**config.mk**
```make
export PLATFORM = sky130hd
export DESIGN_NAME = mem_access_unit
export DESIGN_NICKNAME = d
export VERILOG_FILES = /design/src/rtl/mem_access_unit.sv
export SDC_FILE = /design/constraint.sdc
export NUM_CORES = 1
export LEC_CHECK = 0
export CAP_MARGIN = 20
export CORE_MARGIN = 2
export CORE_UTILIZATION = 40
export DETAILED_ROUTE_END_ITERATION = 7
export GPL_TIMING_DRIVEN = 0
export PLACE_DENSITY = 0.9
export RECOVER_POWER = 25
export SLEW_MARGIN = 5
export SYNTH_ARGS = -nofsm -noshare
export SYNTH_HDL_FRONTEND = slang
export SYNTH_SLANG_ARGS = --single-unit
```
**constraint.sdc**
```tcl
create_clock -name clk -period 2 [get_ports clk]
set_input_delay 0.4 -clock clk [delete_from_list [all_inputs] [get_ports clk]]
set_output_delay 0.4 -clock clk [all_outputs]
set_load 0.1 [all_outputs]
```
**src/rtl/mem_access_unit.sv**
```systemverilog
// mem_access_unit: one-at-a-time load/store sequencer for a 32-bit little-endian byte-addressed RAM.
// Define MAU_SUBWORD_EN for byte/halfword accesses (read-modify-write stores); undefined means word-only.
module mem_access_unit (
    input  logic        clk,
    input  logic        rst,
    input  logic        req,
    input  logic        store,
    input  logic [1:0]  size,
    input  logic        uns,
    input  logic [31:0] addr,
    input  logic [31:0] wdata,
    output logic        ready,
    output logic        done,
    output logic        err,
    output logic [31:0] rdata,
    output logic        mem_we,
    output logic [31:0] mem_addr,
    output logic [31:0] mem_wd,
    input  logic [31:0] mem_data
);
    typedef enum logic [1:0] {IDLE, READ, WRITE, DONE} state_t;

    localparam logic [1:0] SZ_BYTE = 2'b00;
    localparam logic [1:0] SZ_HALF = 2'b01;
    localparam logic [1:0] SZ_WORD = 2'b10;

    state_t      state, state_nx;
    logic [31:0] addr_q;
    logic [31:0] wbuf;
    logic [31:0] rdata_q;
    logic        err_q;
    logic        bad;
    logic        word_store;

    assign word_store = store && (size == SZ_WORD);

`ifdef MAU_SUBWORD_EN
    logic [1:0]  lane_q;
    logic [1:0]  size_q;
    logic        store_q;
    logic        uns_q;
    logic [15:0] wdata_q;

    function automatic logic [31:0] load_extend(input logic [31:0] word, input logic [1:0] lane,
                                                input logic [1:0] sz, input logic zext);
        logic signed [7:0]  b;
        logic signed [15:0] h;
        logic [31:0]        r;
        b = word[{lane, 3'b000} +: 8];
        h = lane[1] ? word[31:16] : word[15:0];
        case (sz)
            SZ_BYTE: r = zext ? {24'd0, b} : {{24{b[7]}}, b};
            SZ_HALF: r = zext ? {16'd0, h} : {{16{h[15]}}, h};
            default: r = word;
        endcase
        return r;
    endfunction

    function automatic logic [31:0] store_merge(input logic [31:0] word, input logic [1:0] lane,
                                                input logic [1:0] sz, input logic [15:0] wd);
        logic [31:0] r;
        r = word;
        if (sz == SZ_BYTE)
            r[{lane, 3'b000} +: 8] = wd[7:0];
        else if (lane[1])
            r[31:16] = wd;
        else
            r[15:0] = wd;
        return r;
    endfunction

    assign bad = (size == 2'b11) || ((size == SZ_HALF) && addr[0]) ||
                 ((size == SZ_WORD) && (addr[1:0] != 2'b00));
`else
    logic unused_uns;
    assign unused_uns = uns;
    // Word-only build: anything but an aligned word is rejected up front.
    assign bad = (size != SZ_WORD) || (addr[1:0] != 2'b00);
`endif

    always_comb begin
        state_nx = state;
        case (state)
            IDLE: begin
                if (req) begin
                    if (bad)
                        state_nx = DONE;
                    else if (word_store)
                        state_nx = WRITE;
                    else
                        state_nx = READ;
                end
            end
`ifdef MAU_SUBWORD_EN
            READ:    state_nx = store_q ? WRITE : DONE;
`else
            READ:    state_nx = DONE;
`endif
            WRITE:   state_nx = DONE;
            DONE:    state_nx = IDLE;
            default: state_nx = IDLE;
        endcase
    end

    always_ff @(posedge clk) begin
        if (rst) begin
            state   <= IDLE;
            addr_q  <= '0;
            wbuf    <= '0;
            rdata_q <= '0;
            err_q   <= 1'b0;
`ifdef MAU_SUBWORD_EN
            lane_q  <= '0;
            size_q  <= '0;
            store_q <= 1'b0;
            uns_q   <= 1'b0;
            wdata_q <= '0;
`endif
        end else begin
            state <= state_nx;
            case (state)
                IDLE: begin
                    if (req) begin
                        addr_q <= {addr[31:2], 2'b00};
                        err_q  <= bad;
                        if (!bad && word_store)
                            wbuf <= wdata;
`ifdef MAU_SUBWORD_EN
                        lane_q  <= addr[1:0];
                        size_q  <= size;
                        store_q <= store;
                        uns_q   <= uns;
                        wdata_q <= wdata[15:0];
`endif
                    end
                end
                READ: begin
`ifdef MAU_SUBWORD_EN
                    if (store_q)
                        wbuf <= store_merge(mem_data, lane_q, size_q, wdata_q);
                    else
                        rdata_q <= load_extend(mem_data, lane_q, size_q, uns_q);
`else
                    rdata_q <= mem_data;
`endif
                end
                default: ;
            endcase
        end
    end

    // RAM-side outputs depend only on state and latched registers.
    assign ready    = (state == IDLE);
    assign done     = (state == DONE);
    assign err      = done && err_q;
    assign rdata    = rdata_q;
    assign mem_we   = (state == WRITE);
    assign mem_addr = addr_q;
    assign mem_wd   = mem_we ? wbuf : 32'd0;
endmodule

```
==> metrics <==
Syn Inst Count 433; CTS hold repair buffers 0; synthesized area per cell 9.35 um2; Crit-path slowest cell dlygate4sd2_1; die width 105 um; max_cap viols 0; global-route wire length before repair 18400 um; design area 6590 um2; main combinational cell family by area after synthesis simple AND/OR/NAND/NOR gates; Layout area overhead 62.6%; Placed Area 6250 um2; DRC Markers 0; Post-synth top cells 97 x dfxtp_1, 64 x mux2i_1, 64 x nand2b_1, 61 x nand2_1, 34 x and2_1; drt pass-1 iters 4; Slew HR 34.5%; initial core utilization 41.2%; clock tree buffer depth 2; Setup WS pre-CTS -0.752 ns; WL per Instance 14.5 um; # setup viols final 0; area of the multi-input gates 1950 um2; portion of netlist area occupied by mux cells 15.8%; asr flop ratio synth 0%; Sum Neg Setup Slack 0 ns; Core Footprint 9820 um2; worst-margin pin slew 0.986 ns; Worst setup SP type flip-flop; clk_lat worst skew 0.36 ns; # rows 36; mapped cell area 4050 um2; Die Ht 105 um; Primary FF master, synth dfxtp_1; Reg clk slew, reported paths 0.09 ns; number of synthesized flops with an enable pin 0; Tmin final 1.97 ns; Critical Path Fanout Max 2; Via-to-Cell Ratio 4.71; tightest hold margin 0.455 ns; dpl hpwl 9000 um; PD cells 1140 nW/um2; GRT Util Overall 20.7%; Req. time, crit path 1.60 ns; H-tree Lvls 3; CTS Sinks 97; worst path bufs/invs 1; Congestion Overflow GR 0; period utilization 98.5%; Final Max Tran Viols 0; CP endpoint kind output pin; ANT cells 0; final net count 750; cts repair resizes 334; Setup Buffers After CTS 0; unrepaired setup endpoints after global routing false; largest net degree at the start of global routing 15; most numerous cell in the Yosys netlist dfxtp_1; Max VDD drop 0.629 mV; HP Class reg -> reg; FMAX 508 MHz; status finished clean; total CTS buffers 9; Routed WL 11300 um; ratio of cells with drive above 1 in the final layout 17.6%; final hold vios 0; largest cells by area after synthesis dfxtp_1 48%, mux2i_1 16%, nand2b_1 9.9%; area occupied by registers 1950 um2; Post-Synth Adder-Cell Area 1.24%; Syn. warnings 0; flops & latches, synth 97; max incr delay on CP 0.87 ns; Synth Area in Compound Gates 4.08%; XOR/XNOR share of the synthesized area 0%; CTS tree built; final worst slack 0.0300 ns; number of unique standard cell types used by synthesis 24; clk root buf clkbuf_8; initial antenna violation count 0; Crit Path Class reg -> out; Top Ports 203; worst clock skew 0.00962 ns; critical-path cell list dlygate4sd2_1; Iteration-0 DRC Markers 95; fillers 794; WP data arrival 1.57 ns; CP top delay family buffers and inverters; GP Congestion 0.820; post-route ant nets 0; die area 10900 um2; sequential-to-total area share from yosys stat 47.9%; vias in the first global route 3879; simple logic cell fraction of the synthesized area 25.5%; I/O Buffers 198; share of Yosys cell area claimed by the top area cell type 47.9%; vias 3676; LEAKAGE 2.64 nW; cell taking the most area after synthesis dfxtp_1; utilization after layout 67.1%
## state kept, by name, summed over array words and instances (netlist names)
register	cells
state	2
rdata	32
err_q	1
wbuf	32
mem_addr	30
## logic make-up (layout without fill, tap and decap cells)
group | count (synthesis) | after routing
simple gates | 199 | 199
flops | 97 | 97
mux | 64 | 64
buf+inv | 36 | 249
compound gates | 32 | 32
fa+ha+maj | 4 | 4
other cells | 1 | 2
## worst paths after layout
kind           startpoint           end  slack (ns)  cells past startpoint
max             rdata[25]     rdata[25]        0.03                      1
min          mem_addr[22]  mem_addr[22]        0.46                      2
max reg2reg      state[1]       wbuf[9]        0.12                      8
min reg2reg  mem_addr[22]  mem_addr[22]        0.46                      2
## layer usage
metal,track usage [%],vias up,share of wire [%]
met3,4.43,25,5.7
met2,38.3,138,52
met4,9.62,0,2.8
met5,0,-,0
li1,-,1804,-
met1,22.3,1709,40
## stage by stage
step / power (W) / cells
3_5_place_dp: 0.00646 / 765
6_report: 0.00752 / 780
2_1_floorplan: 0.00544 / 434
5_1_grt: 0.00785 / 780
3_3_place_gp: 0.00637 / 765
4_1_cts: 0.00755 / 780
## power by group
part / internal (W) / switching (W) / total (W) / leakage (nW)
Combinational: 0.000926 / 0.00294 / 0.00387 / 1.75
Clock: 0.000617 / 0.000641 / 0.00126 / 0.101
Sequential: 0.00223 / 0.000158 / 0.00239 / 0.790
## cell usage in the layout, fill, tap and decap left out, types with 4 or more instances in the layout
| cell | Yosys | routed |
|---|---|---|
| a21oi_1 | 30 | 30 |
| and2_2 | 0 | 33 |
| buf_12 | 3 | 11 |
| buf_2 | 8 | 7 |
| buf_4 | 2 | 4 |
| buf_6 | 2 | 4 |
| buf_8 | 0 | 19 |
| clkbuf_1 | 18 | 15 |
| clkbuf_2 | 0 | 7 |
| clkbuf_4 | 0 | 4 |
| clkbuf_8 | 0 | 14 |
| clkdlybuf4s15_1 | 0 | 33 |
| clkdlybuf4s50_1 | 0 | 100 |
| dfxtp_1 | 97 | 95 |
| dlygate4sd2_1 | 0 | 26 |
| mux2i_1 | 64 | 64 |
| nand2_1 | 61 | 61 |
| nand2b_1 | 64 | 64 |
| nor2_1 | 33 | 33 |
## cell type report
| class | instances | area share [%] |
|---|---|---|
| timing repair buffer | 198 | 31.8 |
| multi-input combinational | 301 | 29.7 |
| sequential | 97 | 29.6 |
| buffer | 34 | 3.25 |
| clock buffer | 14 | 2.93 |
| tap | 133 | 2.53 |
| clock inverter | 1 | 0.114 |
| inverter | 2 | 0.114 |
No activity file was read; power rests on OpenSTA's default activity.
